File: src/rtl/fetch_stage_if.sv
// rtl/fetch_stage_if.sv - fetch stage control, instruction ROM and IF/ID bundle
interface fetch_stage_if #(
  parameter int ADDR_W = 8,
  parameter int INST_W = 16
) ();
  logic              stall;
  logic              redirect;
  logic [ADDR_W-1:0] redirect_pc;
  logic              imem_en;
  logic [ADDR_W-1:0] imem_addr;
  logic [INST_W-1:0] imem_rdata;
  logic [INST_W-1:0] inst_id;
  logic [3:0]        opcode_id;
  logic [ADDR_W-1:0] pc_id;
  logic [ADDR_W-1:0] pc_plus1_id;
  logic              valid_id;

  modport master (
    input  stall, redirect, redirect_pc, imem_rdata,
    output imem_en, imem_addr, inst_id, opcode_id, pc_id, pc_plus1_id, valid_id
  );

  modport slave (
    output stall, redirect, redirect_pc, imem_rdata,
    input  imem_en, imem_addr, inst_id, opcode_id, pc_id, pc_plus1_id, valid_id
  );
endinterface

File: src/rtl/fetch_stage.sv
// rtl/fetch_stage.sv - PC, instruction ROM drive and IF/ID register of the 16-bit core
module fetch_stage #(
  parameter int ADDR_W   = 8,
  parameter int INST_W   = 16,
  parameter int RESET_PC = 0
) (
  input logic           clk,
  input logic           rst_n,
  fetch_stage_if.master bus
);
  localparam logic [ADDR_W-1:0] RESET_ADDR = ADDR_W'(RESET_PC);
  localparam logic [ADDR_W-1:0] ADDR_ONE   = ADDR_W'(1);

  typedef enum logic [1:0] {BOOT, RUN, HOLD} state_t;

  state_t            state;
  state_t            state_next;
  logic [ADDR_W-1:0] pc_f;
  logic [ADDR_W-1:0] pc_id_q;
  logic              valid_q;
  logic              fetch;

  // A redirect always fetches, even against a stall, so the wrong path is cut at once.
  assign fetch         = rst_n & (bus.redirect | ~bus.stall);
  assign bus.imem_en   = fetch;
  assign bus.imem_addr = bus.redirect ? bus.redirect_pc : pc_f;

  // The ROM holds its output while disabled, so inst_id needs no register of its own.
  assign bus.inst_id     = bus.imem_rdata;
  assign bus.opcode_id   = bus.imem_rdata[INST_W-1 -: 4];
  assign bus.pc_id       = pc_id_q;
  assign bus.pc_plus1_id = pc_id_q + ADDR_ONE;
  assign bus.valid_id    = valid_q;

  always_ff @(posedge clk) begin
    if (!rst_n) begin
      state   <= BOOT;
      pc_f    <= RESET_ADDR;
      pc_id_q <= '0;
      valid_q <= 1'b0;
    end else begin
      state <= state_next;
      if (fetch) begin
        pc_id_q <= bus.imem_addr;
        pc_f    <= bus.imem_addr + ADDR_ONE;
        valid_q <= 1'b1;
      end
    end
  end

  always_comb begin
    state_next = state;
    case (state)
      BOOT:    state_next = fetch ? RUN : HOLD;
      RUN:     state_next = fetch ? RUN : HOLD;
      HOLD:    state_next = fetch ? RUN : HOLD;
      default: state_next = BOOT;
    endcase
  end
endmodule
File: src/flat_wrapper.sv
// flat-port wrapper written by rule: the top's interface ports become plain ports
module fetch_stage_flat 
#(
  parameter int ADDR_W   = 8,
  parameter int INST_W   = 16,
  parameter int RESET_PC = 0
)
  (clk, rst_n, bus_stall, bus_redirect, bus_redirect_pc, bus_imem_rdata, bus_imem_en, bus_imem_addr, bus_inst_id, bus_opcode_id, bus_pc_id, bus_pc_plus1_id, bus_valid_id);
  fetch_stage_if #(.ADDR_W(ADDR_W), .INST_W(INST_W)) bus_i ();
  input logic clk;
  input logic rst_n;
  input wire logic [$bits(bus_i.stall)-1:0] bus_stall;
  input wire logic [$bits(bus_i.redirect)-1:0] bus_redirect;
  input wire logic [$bits(bus_i.redirect_pc)-1:0] bus_redirect_pc;
  input wire logic [$bits(bus_i.imem_rdata)-1:0] bus_imem_rdata;
  output wire logic [$bits(bus_i.imem_en)-1:0] bus_imem_en;
  output wire logic [$bits(bus_i.imem_addr)-1:0] bus_imem_addr;
  output wire logic [$bits(bus_i.inst_id)-1:0] bus_inst_id;
  output wire logic [$bits(bus_i.opcode_id)-1:0] bus_opcode_id;
  output wire logic [$bits(bus_i.pc_id)-1:0] bus_pc_id;
  output wire logic [$bits(bus_i.pc_plus1_id)-1:0] bus_pc_plus1_id;
  output wire logic [$bits(bus_i.valid_id)-1:0] bus_valid_id;
  assign bus_i.stall = bus_stall;
  assign bus_i.redirect = bus_redirect;
  assign bus_i.redirect_pc = bus_redirect_pc;
  assign bus_i.imem_rdata = bus_imem_rdata;
  assign bus_imem_en = bus_i.imem_en;
  assign bus_imem_addr = bus_i.imem_addr;
  assign bus_inst_id = bus_i.inst_id;
  assign bus_opcode_id = bus_i.opcode_id;
  assign bus_pc_id = bus_i.pc_id;
  assign bus_pc_plus1_id = bus_i.pc_plus1_id;
  assign bus_valid_id = bus_i.valid_id;
  fetch_stage #(.ADDR_W(ADDR_W), .INST_W(INST_W), .RESET_PC(RESET_PC)) u_core (.clk(clk), .rst_n(rst_n), .bus(bus_i));
endmodule
File: config.mk
export PLATFORM = sky130hd
export DESIGN_NAME = fetch_stage_flat
export DESIGN_NICKNAME = d
export VERILOG_FILES = /design/src/rtl/fetch_stage_if.sv /design/src/rtl/fetch_stage.sv /design/src/flat_wrapper.sv
export SDC_FILE = /design/constraint.sdc
export NUM_CORES = 1
export LEC_CHECK = 0
export CORE_MARGIN = 8
export CORE_UTILIZATION = 35
export CTS_BUF_LIST = sky130_fd_sc_hd__clkbuf_4
export DETAILED_ROUTE_END_ITERATION = 10
export PLACE_DENSITY = 0.76
export SLEW_MARGIN = 25
export SYNTH_ARGS = -nofsm -noshare
export SYNTH_HDL_FRONTEND = slang
export SYNTH_SLANG_ARGS = --single-unit
export TNS_END_PERCENT = 1
File: constraint.sdc
create_clock -name clk -period 3.2 [get_ports clk]
set_input_delay 0.48 -clock clk [delete_from_list [all_inputs] [get_ports clk]]
set_output_delay 0.48 -clock clk [all_outputs]
set_load 0.02 [all_outputs]
==> metrics <==
outcome=finished clean; Post-Syn Nets=169; Starting Density=36.1%; Layout Utilization=44.9%; cts repair resizes=0; Synth async-reset ratio=0%; Worst path slowest cell=clkdlybuf4s50_1; critical path's top delay family=buffers and inverters; most frequent CP cell=clkdlybuf4s50_1; Synth Area in Compound Gates=13.5%; Routed WL=2.90 mm; DR WL/cell=14.2 um; share of cells above drive strength 1=11.4%; WP data arrival=2.29 ns; clk_lat worst skew=0.29 ns; dpl hpwl=2.30 mm; CP max FO=17; CTS tree=yes; number of setup violations in the final report=0; Vias/cell=5.01; Worst-path clk slew=0.10 ns; htree depth=1; Synth Area in XOR/XNOR=6.54%; clock skew=0.00632 ns; Tcrit/Tclk final=86.6%; storage element area=340 um2; setup_tns=0 ns; largest family of logic cells by synthesized area=simple AND/OR/NAND/NOR gates; Synth Flop Type=dfxtp_1; Residual DRC=0; Cell Area, Synth=0.00121 mm2; area delta synth->final=24.3%; IO buf count=37; simple-gate portion of the synthesized area=23.8%; die footprint=0.00558 mm2; Mean Syn Cell Area=8.68 um2; IO Pins=74; area of the multi-input gates=641 um2; Hold-fix buffers, CTS=0; postcts setup bufs=0; ant diodes=0; initial antenna violation count=0; f_max=0.361 GHz; GR Util All Layers=10.2%; Final Wtd Congestion=0.787; GR Overflow Total=0; Max Slew Vio Count=0; area leader, netlist=dfxtp_1; Slew Limit Headroom=80.6%; Syn Inst Count=139; final antenna-violating net count=0; CTS root buf=clkbuf_4; Rows=21; Die Y=74.7 um; required time worst endpoint=2.72 ns; class of the worst hold path=reg -> reg; PD cells=375 mW/mm2; largest net degree at the start of global routing=19; Vias=1023; Leakage=0.000696 uW; CP max stage delay=0.56 ns; Worst setup EP type=output port; post-synthesis mux area share=7.26%; CTS Buf Count=3; first-pass GRT wire length=4.52 mm; vias in the first global route=1029; Unique masters post-synth=40; Ys Warns=0; final hold violations=0; worst slew pin tran=0.283 ns; Die Wd=74.7 um; top cells by area, synth=dfxtp_1 (28%), buf_4 (12%), nand2_1 (5.6%); VDD IR max=0.138 mV; adder-cell share of the synthesized area=2.07%; Startpoint Class=primary input; #FFs+latches synth=17; Post-layout nets=189; DR iter-0 viols=44; clk buf depth=2; maxcap violations=0; clock tree sinks=17; critical path class=in -> out; fill cell count=348; Synth top area share=28.2%; count of buffer and inverter cells on the critical path=4; RSZ-0062 raised after global routing=false; minimum clock period=2.77 ns; First-pass DRT Iterations=4; Post-synth EDFFs=0; crit-path cells=clkdlybuf4s50_1 > buf_4 > mux2i_1 > inv_1 > clkdlybuf4s50_1; core area=0.00334 mm2; register area share after synthesis=28.2%
==> state kept, by name (all words and copies together) (netlist names) <==
name and count:
u_core.bus.pc_id 8, u_core.bus.valid_id 1, u_core.pc_f 8
==> path summary, 6_finish.rpt <==
check | slack (ns) | to | depth (start not counted) | from
max | 0.43 | bus_imem_addr[3] | 5 | bus_redirect
min | 0.49 | u_core.bus.valid_id | 1 | u_core.bus.valid_id
max reg2reg | 1.76 | u_core.pc_f[6] | 5 | u_core.pc_f[1]
min reg2reg | 0.49 | u_core.bus.valid_id | 1 | u_core.bus.valid_id
==> cell usage after synthesis, types with 2 or more instances <==
cell type and number:
nand2b_1 3, clkbuf_1 3, nand3_1 9, nor2_1 5
inv_1 6, buf_4 20, xnor2_1 6, a21boi_0 2
mux2i_1 5, ha_1 2, nor3b_1 2, xor2_1 3
o211a_1 6, buf_6 2, nand4_1 4, nand2_1 18
dfxtp_1 17, mux2_2 2, and3_1 3
==> metal layers <==
layer,wire [um],global-route usage [%],vias up
li1,-,-,501
met1,1210,11.3,477
met2,1420,18.1,43
met3,247,3.33,2
met4,16,3.26,0
met5,0,0,-
==> stage by stage <==
stage	worst slack, ns	total power [uW]	area (um2)	hold WS (ns)	cells
after floorplan	1.28	394	1210	0.458	139
after global routing	0.380	593	1500	0.535	204
final	0.428	562	1500	0.494	204
after detailed placement	0.469	446	1470	0.474	200
after CTS	0.448	566	1500	0.498	204
after global placement	0.547	441	1470	0.459	200
==> area by class of cell <==
| cell class | count | share of cell area, % |
|---|---|---|
| Clock buffer | 4 | 2.00 |
| Inverter | 6 | 1.50 |
| Multi-Input combinational cell | 89 | 42.7 |
| Sequential cell | 17 | 22.7 |
| Tap cell | 46 | 3.84 |
| Timing Repair Buffer | 42 | 27.2 |
==> report_power, final <==
group	internal, uW	leakage [uW]	total, uW	switching [uW]
Sequential	229	0.000141	249	19.9
Combinational	96.1	0.000537	192	95.6
Clock	56.9	0.0000184	122	65.1
==> logic make-up after synthesis <==
group / count (synthesis)
xor+xnor: 9
fa+ha+maj: 2
mux: 8
buf+inv: 33
flops: 17
simple gates: 52
compound gates: 18
==> layout by cell type (no fill, tap or decap), drive strengths merged, types with 2 or more instances in the layout <==
cell and instances:
clkdlybuf4s50 37, nand2 18, dfxtp 17, nand3 9, inv 6, xnor2 6, o211a 6, mux2i 5
nor2 5, buf 5, nand4 4, clkbuf 4, nand2b 3, and3 3, xor2 3, mux2 3
nor3b 2, a21boi 2, ha 2, and2 2, nand4b 2, o211ai 2
Note: power is estimated with default switching activity, not from simulation.
